--- src/rtl/rs485_tx_arbiter.sv ---
// Round-robin transmit arbiter for the half-duplex RS485 link, with driver-enable guard sequencing.
// Define RS485_ARB_WDOG_EN to add the tx_done watchdog (err pulse and abort to POST).
module rs485_tx_arbiter #(
  parameter int CLK_FREQ   = 921600,
  parameter int BAUD_RATE  = 57600,
  parameter int PRE_GUARD  = 1,
  parameter int POST_GUARD = 2,
  parameter int MAX_BURST  = 4,
  parameter int WDOG_BITS  = 12
) (
  input  logic        clk,
  input  logic        reset,
  input  logic [3:0]  req,
  input  logic [31:0] req_data,
  output logic [3:0]  grant,
  output logic        tx_start,
  output logic [7:0]  tx_data,
  input  logic        tx_done,
  input  logic        rx_active,
  output logic [1:0]  de,
  output logic [1:0]  owner,
  output logic        busy,
  output logic        err
);

  localparam int BIT_CNT = CLK_FREQ / BAUD_RATE;
  localparam logic [9:0] PRE_LAST  = 10'(PRE_GUARD * BIT_CNT - 1);
  // POST runs one cycle longer than the guard so de falls GUARD+1 cycles after tx_done.
  localparam logic [9:0] POST_LAST = 10'(POST_GUARD * BIT_CNT);
  localparam logic [3:0] BURST_MAX = 4'(MAX_BURST);
`ifdef RS485_ARB_WDOG_EN
  localparam logic [9:0] WDOG_LAST = 10'(WDOG_BITS * BIT_CNT - 1);
`endif

  if (WDOG_BITS * BIT_CNT > 1023 || MAX_BURST < 1 || MAX_BURST > 15) begin : g_bad_cfg
    $error("rs485_tx_arbiter: WDOG_BITS*BIT_CNT must fit cnt and MAX_BURST must be 1..15");
  end

  typedef enum logic [2:0] {IDLE, ARB, PRE, SEND, WAIT, POST} state_t;

  state_t      state_reg;
  logic [9:0]  cnt_reg;
  logic [3:0]  burst_reg;
  logic [1:0]  ptr_reg;
  logic [3:0]  req_rot;
  logic [1:0]  pick_off;
  logic [1:0]  arb_pick;
  logic        go_send;

  // req rotated so bit 0 is the requester at ptr; lowest set bit wins.
  for (genvar gi = 0; gi < 4; gi++) begin : g_rot
    assign req_rot[gi] = req[ptr_reg + 2'(gi)];
  end

  always_comb begin
    pick_off = 2'd0;
    for (int i = 3; i >= 0; i--) begin
      if (req_rot[i]) pick_off = 2'(i);
    end
  end

  assign arb_pick = ptr_reg + pick_off;

  assign go_send = (state_reg == PRE && cnt_reg == PRE_LAST) ||
                   (state_reg == WAIT && tx_done && req[owner] && burst_reg < BURST_MAX);

  always_ff @(posedge clk or negedge reset) begin
    if (!reset) begin
      state_reg <= IDLE;
      cnt_reg   <= 10'd0;
      burst_reg <= 4'd0;
      ptr_reg   <= 2'd0;
      grant     <= 4'd0;
      tx_start  <= 1'b0;
      tx_data   <= 8'd0;
      de        <= 2'b00;
      owner     <= 2'd0;
      busy      <= 1'b0;
      err       <= 1'b0;
    end else begin
      tx_start <= 1'b0;
      grant    <= 4'd0;
      err      <= 1'b0;
      case (state_reg)
        IDLE: begin
          if (|req && !rx_active) begin
            state_reg <= ARB;
            busy      <= 1'b1;
          end
        end
        ARB: begin
          if (|req) begin
            owner     <= arb_pick;
            burst_reg <= 4'd0;
            cnt_reg   <= 10'd0;
            de        <= 2'b11;
            state_reg <= PRE;
          end else begin
            busy      <= 1'b0;
            state_reg <= IDLE;
          end
        end
        PRE: begin
          cnt_reg <= cnt_reg + 10'd1;
        end
        SEND: begin
          cnt_reg   <= 10'd0;
          state_reg <= WAIT;
        end
        WAIT: begin
          if (tx_done) begin
            cnt_reg   <= 10'd0;
            state_reg <= POST;
`ifdef RS485_ARB_WDOG_EN
          end else if (cnt_reg == WDOG_LAST) begin
            err       <= 1'b1;
            cnt_reg   <= 10'd0;
            state_reg <= POST;
          end else begin
            cnt_reg <= cnt_reg + 10'd1;
`endif
          end
        end
        POST: begin
          if (cnt_reg == POST_LAST) begin
            de        <= 2'b00;
            busy      <= 1'b0;
            ptr_reg   <= owner + 2'd1;
            state_reg <= IDLE;
          end else begin
            cnt_reg <= cnt_reg + 10'd1;
          end
        end
        default: state_reg <= IDLE;
      endcase
      // Entering SEND overrides the PRE/WAIT next-state chosen above.
      if (go_send) begin
        tx_start  <= 1'b1;
        tx_data   <= req_data[{owner, 3'b000} +: 8];
        grant     <= 4'b0001 << owner;
        burst_reg <= burst_reg + 4'd1;
        state_reg <= SEND;
      end
    end
  end

endmodule

--- config.mk ---
export PLATFORM = sky130hd
export DESIGN_NAME = rs485_tx_arbiter
export DESIGN_NICKNAME = d
export VERILOG_FILES = /design/src/rtl/rs485_tx_arbiter.sv
export SDC_FILE = /design/constraint.sdc
export NUM_CORES = 1
export LEC_CHECK = 0
export ABC_AREA = 1
export BUFFER_PORTS_ARGS = -buffer_cell sky130_fd_sc_hd__buf_2
export CAP_MARGIN = 20
export CORE_AREA = 8 8 86 88
export DETAILED_ROUTE_END_ITERATION = 8
export DIE_AREA = 0 0 94 96
export GPL_TIMING_DRIVEN = 0
export SETUP_SLACK_MARGIN = 0.15
export SLEW_MARGIN = 5
export SYNTH_ARGS = -nofsm -noshare
export SYNTH_HDL_FRONTEND = slang
export SYNTH_SLANG_ARGS = --single-unit
--- constraint.sdc ---
create_clock -name clk -period 1.85 [get_ports clk]
set_input_delay 0 -clock clk [delete_from_list [all_inputs] [get_ports clk]]
set_output_delay 0 -clock clk [all_outputs]
set_load 0.01 [all_outputs]
==> flow_summary.json, run 1 <==
{
  "startpoint_type": "flop",
  "die_h_um": 96,
  "ys.flop_type": "dfrtp_1",
  "finalSetupViolCount": 0,
  "core_um2": 6100,
  "clkTransAtPathRegs_ns": 0.07,
  "initial_core_util_pct": 40.1,
  "grt_pass1_vias": 2334,
  "wl_per_cell_um": 12.6,
  "place_hpwl_mm": 4.63,
  "ir_worst_vdd_mv": 0.544,
  "finalHoldViolations": 0,
  "grt_overflow": 0,
  "gp_congestion": 0.789,
  "fin_nets": 467,
  "dr.pass1.iters": 4,
  "yosys_warnings": 0,
  "largest_register_ffs": 10,
  "relSlewSlack_pct": 46.2,
  "rr_endpoint": "owner[1]$_DFFE_PN0P_",
  "fin_cells": 497,
  "routed_wl_mm": 6.29,
  "status": "finished, final reports clean",
  "final.setup.tns_ns": 0,
  "cellPowerDensity_nw_per_um2": 1050,
  "syn_area_um2": 2450,
  "hp-start": "req_data[2]",
  "vias_per_cell": 4.92,
  "power_mw": 3.27,
  "critical_path_class": "reg -> reg",
  "drt_iter0_drc": 75,
  "synth-simple-area-share_pct": 38.6,
  "slew_viol_final": 0,
  "grt_pass1_wl_mm": 10.4,
  "syn_nets": 394,
  "min_period_over_period_pct": 95.2,
  "diodes": 0,
  "r2r_slack_ns": 0.09,
  "io_buffers": 57,
  "clk_latency_ns": 0.29,
  "drive_gt1_share_pct": 33.6,
  "synth_top_family_by_area": "simple AND/OR/NAND/NOR gates",
  "period_needed_ns": 1.76,
  "cp.arrival_ns": 1.94,
  "synth_compound_area_share_pct": 10.2,
  "pin_count": 59,
  "syn_area_per_cell_um2": 7.07,
  "antenna_found_initial": 0,
  "reg2reg_depth": 15,
  "die-area_um2": 9020,
  "num_rows": 29,
  "drt.antenna.violating_nets": 0,
  "netlist_instances": 346,
  "root_buffer": "clkbuf_8",
  "tritoncts_num_sinks": 36,
  "r2r_start": "ptr_reg[0]$_DFFE_PN0P_",
  "cts_tree": "yes",
  "die_x_um": 94,
  "layout_common_cells": "102 x nand2_1, 60 x buf_2, 34 x dfrtp_1, 33 x nor2_1, 28 x o21ai_0",
  "critPathRequiredTime_ns": 2.03,
  "maxCapViolations": 0,
  "worst_slew_pin_slew_ns": 0.807,
  "synth_xor_area_share_pct": 1.07,
  "layout_commonest_cell": "nand2_1",
  "seq_area_frac_synth_pct": 36.8,
  "path_max_fanout": 6,
  "max_freq_mhz": 568,
  "track_usage_pct": 14.0,
  "grt_max_degree": 37,
  "synthAdderAreaFrac_pct": 4.09,
  "p_leak_nw": 1.62,
  "rsz0062_at_grt": "yes",
  "h-tree-depth": 2,
  "synth-async-reset-ratio_pct": 100,
  "vias": 2447,
  "synth.distinct_cells": 38,
  "numCtsBuffers": 5,
  "ys_seq_elements": 36,
  "endpoint_kind": "flop",
  "synthMuxAreaShare_pct": 0,
  "post-route-drc-count": 0,
  "whs_endpoint": "tx_data[2]$_DFFE_PN0P_",
  "clk_path_buf_depth": 2,
  "synthToLayoutAreaGrowth_pct": 27.6,
  "dp_cells": 480,
  "hold_class": "in -> reg",
  "skew_ns": 0.00510,
  "synth_enable_flop_cells": 0,
  "hold_depth": 5
}
## cell usage after synthesis (2+ instances only)
cell	number	area (um2)
a21oi_1	5	25.0
buf_2	4	20.0
buf_4	2	15.0
buf_6	2	22.5
clkbuf_2	2	10.0
dfrtp_1	36	901
ha_1	8	100
inv_1	27	101
inv_2	5	18.8
nand2_1	120	450
nand2_2	5	31.3
nand2_4	3	33.8
nand3_1	23	115
nand3_2	2	20.0
nand3b_1	3	22.5
nand4_1	3	18.8
nor2_1	34	128
nor2_2	5	31.3
nor3_1	2	10.0
nor3_2	2	20.0
o21ai_0	28	140
o22ai_1	8	50.1
xnor2_1	2	17.5
## worst max path at each step
stage                                      start              endpoint  depth (start not counted)
after floorplan           ptr_reg[0]$_DFFE_PN0P_  owner[1]$_DFFE_PN0P_                         14
after global placement    ptr_reg[0]$_DFFE_PN0P_  owner[1]$_DFFE_PN0P_                         14
after detailed placement  ptr_reg[0]$_DFFE_PN0P_  owner[1]$_DFFE_PN0P_                         14
after CTS                 ptr_reg[0]$_DFFE_PN0P_  owner[1]$_DFFE_PN0P_                         14
after global routing      ptr_reg[0]$_DFFE_PN0P_  owner[1]$_DFFE_PN0P_                         15
final                     ptr_reg[0]$_DFFE_PN0P_  owner[1]$_DFFE_PN0P_                         15
## power by group
group / total, mW / switching, mW / internal (mW)
combinational: 1.51 / 0.943 / 0.562
sequential: 1.08 / 0.144 / 0.936
clock: 0.687 / 0.287 / 0.400
total: 3.27 / 1.37 / 1.90
## worst max-delay path: stages (launching register included)
cell and delay (ns):
dfrtp_1 0.38, buf_6 0.16, inv_8 0.05, nand2_2 0.05, nand2_2 0.07, nand2_1 0.06, nand2_1 0.07, a31oi_1 0.14
nor2_1 0.07, ha_2 0.19, xnor2_2 0.16, inv_1 0.06, nand2_1 0.05, nand2_1 0.04, nand2_1 0.05, nand2_1 0.05
## final cells by class
class	instances	area [um2]
Sequential cell	36	903
Buffer	12	108
Timing Repair Buffer	64	338
Tap cell	77	96.3
Timing Repair inverter	1	6.26
Clock inverter	2	35.0
Clock buffer	6	72.6
Multi-Input combinational cell	265	1420
Fill cell	594	2970
Inverter	34	141
## cell families (layout without fill, tap and decap cells)
group	count (synthesis)	after routing
compound gates	45	45
other cells	1	1
simple gates	207	208
flops	36	36
fa+ha+maj	8	8
xor+xnor	3	3
buf+inv	46	119
## per-stage QoR
| stage | instance area [um2] | util, % | hold slack [ns] | worst slack (ns) |
|---|---|---|---|---|
| 5_1_grt | 3120 | 51.2 | 0.118 | -0.0595 |
| 3_5_place_dp | 2830 | 46.4 | 0.150 | -0.0130 |
| 2_1_floorplan | 2450 | - | -0.296 | 0.161 |
| 3_3_place_gp | 2830 | 46.4 | 0.146 | 0.00136 |
| 6_report | 3120 | 51.2 | 0.0840 | 0.0881 |
| 4_1_cts | 2950 | 48.5 | 0.0774 | 0.0232 |
## what timing repair did
action,in CTS,in global routing
hold buffers,1,0
setup buffers,0,5
cloned,0,3
setup endpoints to repair,15,27
pin swaps,0,17
endpoints found under the hold margin,36,0
resized for setup,4,41
## routing by layer
metal,GRT usage (%),wire [um],vias up
met2,24.2,3120,60
li1,-,-,1244
met4,2.91,55,0
met1,17.1,2790,1136
met3,3.90,324,7
met5,0,0,-
No activity file was read; power rests on OpenSTA's default activity.
==> run 2: changes to the inputs <==
--- a/config.mk
+++ b/config.mk
@@ -9,6 +9,7 @@
 export BUFFER_PORTS_ARGS = -buffer_cell sky130_fd_sc_hd__buf_2
 export CAP_MARGIN = 20
 export CORE_AREA = 8 8 86 88
+export CTS_CLUSTER_SIZE = 30
 export DETAILED_ROUTE_END_ITERATION = 8
 export DIE_AREA = 0 0 94 96
 export GPL_TIMING_DRIVEN = 0
==> constraint.sdc (replaced) <==
create_clock -name clk -period 2.05 [get_ports clk]
set_input_delay 0 -clock clk [delete_from_list [all_inputs] [get_ports clk]]
set_output_delay 0 -clock clk [all_outputs]
set_load 0.01 [all_outputs]
==> flow_summary.json, run 2 (synthesis results as in run 1) <==
{
  "status": "finished, final reports clean",
  "max_freq_mhz": 555,
  "layout_commonest_cell": "nand2_1",
  "routed_wl_mm": 6.14,
  "p_sw_share_pct": 41.6,
  "final.setup.tns_ns": 0,
  "comb_power_share_pct": 44.3,
  "clk_path_buf_depth": 2,
  "synthToLayoutAreaGrowth_pct": 22.8,
  "vias": 2409,
  "min_period_over_period_pct": 87.9,
  "reg2reg_depth": 15,
  "cp-startpoint": "ptr_reg[0]$_DFFE_PN0P_",
  "drt.antenna.violating_nets": 0,
  "r2r_slack_ns": 0.25,
  "r2r_start": "ptr_reg[0]$_DFFE_PN0P_",
  "cp.arrival_ns": 1.98,
  "rsz0062_at_grt": "yes",
  "antenna_found_initial": 0,
  "whs_endpoint": "tx_data[2]$_DFFE_PN0P_",
  "finalSetupViolCount": 0,
  "finalHoldViolations": 0,
  "diodes": 0,
  "critPathRequiredTime_ns": 2.23,
  "cpLargestDelayFamily": "simple AND/OR/NAND/NOR gates",
  "root_buffer": "clkbuf_8",
  "fillers": 615,
  "hold_ws_ns": 0.0845,
  "cellPowerDensity_nw_per_um2": 948,
  "skew_ns": 0.00456,
  "startpoint_type": "flop",
  "drt_iter0_drc": 93,
  "p_leak_nw": 1.59,
  "num_rows": 29,
  "crit_path_top_delay_cell": "dfrtp_1",
  "endpoint_kind": "flop",
  "post-route-util_pct": 49.3,
  "numCtsBuffers": 5,
  "slew_viol_final": 0,
  "hold_class": "in -> reg",
  "tritoncts_num_sinks": 36,
  "regArea_um2": 902,
  "place_ws_ns": 0.187,
  "layout_common_cells": "116 x nand2_1, 61 x buf_2, 35 x dfrtp_1, 34 x nor2_1, 28 x o21ai_0",
  "die_h_um": 96,
  "core_um2": 6100,
  "rr_endpoint": "owner[1]$_DFFE_PN0P_",
  "setup_ws_ns": 0.248,
  "clk_latency_ns": 0.28,
  "path_max_fanout": 9,
  "worst_slew_pin_slew_ns": 0.813,
  "critical_path_class": "reg -> reg",
  "seq_power_share_pct": 34.1,
  "slowest_delay_ns": 0.39,
  "p_int_mw": 1.66,
  "track_usage_pct": 14.0,
  "die_x_um": 94,
  "grt_overflow": 0,
  "clkPwrFrac_pct": 21.7,
  "dr.pass1.iters": 4,
  "relSlewSlack_pct": 45.8,
  "grt_pass1_wl_mm": 10.4,
  "period_needed_ns": 1.80,
  "h-tree-depth": 2,
  "io_buffers": 57,
  "gp_congestion": 0.789,
  "hp-start": "req_data[2]",
  "post-route-drc-count": 0,
  "wl_per_cell_um": 12.5,
  "drive_gt1_share_pct": 27.7,
  "pin_count": 59,
  "ir_worst_vdd_mv": 0.487,
  "maxCapViolations": 0,
  "clkTransAtPathRegs_ns": 0.07,
  "path_common_cell": "nand2_1",
  "fin_nets": 462,
  "place_hpwl_mm": 4.63,
  "cp_cell_sequence": "buf_6 > inv_8 > nand2_1 > nand2_1 > nand2_1 > nand2_2 > a31oi_1 > nor2_1 > ha_2 > xnor2_2 > inv_1 > nand2_1 > nand2_1 > nand2_1 > nand2_1",
  "die-area_um2": 9020,
  "largest_register_ffs": 10,
  "grt_max_degree": 37,
  "vias_per_cell": 4.90,
  "hold_depth": 5,
  "multi_input_area_um2": 1350,
  "initial_core_util_pct": 40.1,
  "power.net_switching_mw": 1.19,
  "cp.buffers_inverters": 3,
  "grt_pass1_vias": 2334,
  "cts_tree": "yes"
}
[run 2: cell count changes in the layout (fill, tap and decap cells not counted), sizes merged]
| cell | previous run | this run |
|---|---|---|
| buf | 72 | 68 |
| clkinv | 2 | 1 |
| clkinvlp | 0 | 1 |
| inv | 34 | 33 |
[run 2: through the flow]
step                instance area [um2]  std cells  power (mW)
finish                             3010        492        2.85
global route                       3010        492        3.09
CTS                                2950        489        2.85
detailed placement                 2830        480        2.22
global placement                   2830        480        2.21
floorplan                          2450        346        1.84
[run 2: worst max path at each step]
stage | to | cells after the start
floorplan | owner[1]$_DFFE_PN0P_ | 14
global placement | owner[1]$_DFFE_PN0P_ | 14
detailed placement | owner[1]$_DFFE_PN0P_ | 14
CTS | owner[1]$_DFFE_PN0P_ | 14
global route | owner[1]$_DFFE_PN0P_ | 15
finish | owner[1]$_DFFE_PN0P_ | 15
[run 2: power groups by stage]
stage	Sequential [mW]	Combinational [mW]	Clock, mW
2_1_floorplan	1.00	0.838	0
3_3_place_gp	0.978	1.23	0
3_5_place_dp	0.981	1.24	0
4_1_cts	0.971	1.25	0.638
5_1_grt	0.988	1.43	0.675
6_report	0.970	1.26	0.617
[run 2: what timing repair did]
item,in CTS,in global routing
resized for setup,0,16
endpoints found under the hold margin,36,0
endpoints found under the setup margin,0,14
hold buffers,1,0
setup buffers,0,1
[run 2: worst min-delay path, delay by kind of cell]
family	cells	cell delay, ns
AO/OA/AOI/OAI	1	0.11
buffers and inverters	1	0.07
AND/OR/NAND/NOR	3	0.14
[run 2: routing by layer]
metal	global-route usage [%]	vias up	wire length, um
met2	24.2	58	3040
met1	17.1	1111	2750
met3	3.90	5	315
met5	0	-	0
li1	-	1235	-
met4	2.91	0	36
[run 2: cell type report]
cell class | instances | area share (%)
clock inverters | 2 | 1.17
well taps | 77 | 3.21
flip-flops and latches | 36 | 30.0
inverters | 34 | 4.70
repair buffers | 60 | 10.2
plain buffers | 12 | 3.29
multi-input cells | 265 | 45.0
clock buffers | 6 | 2.41
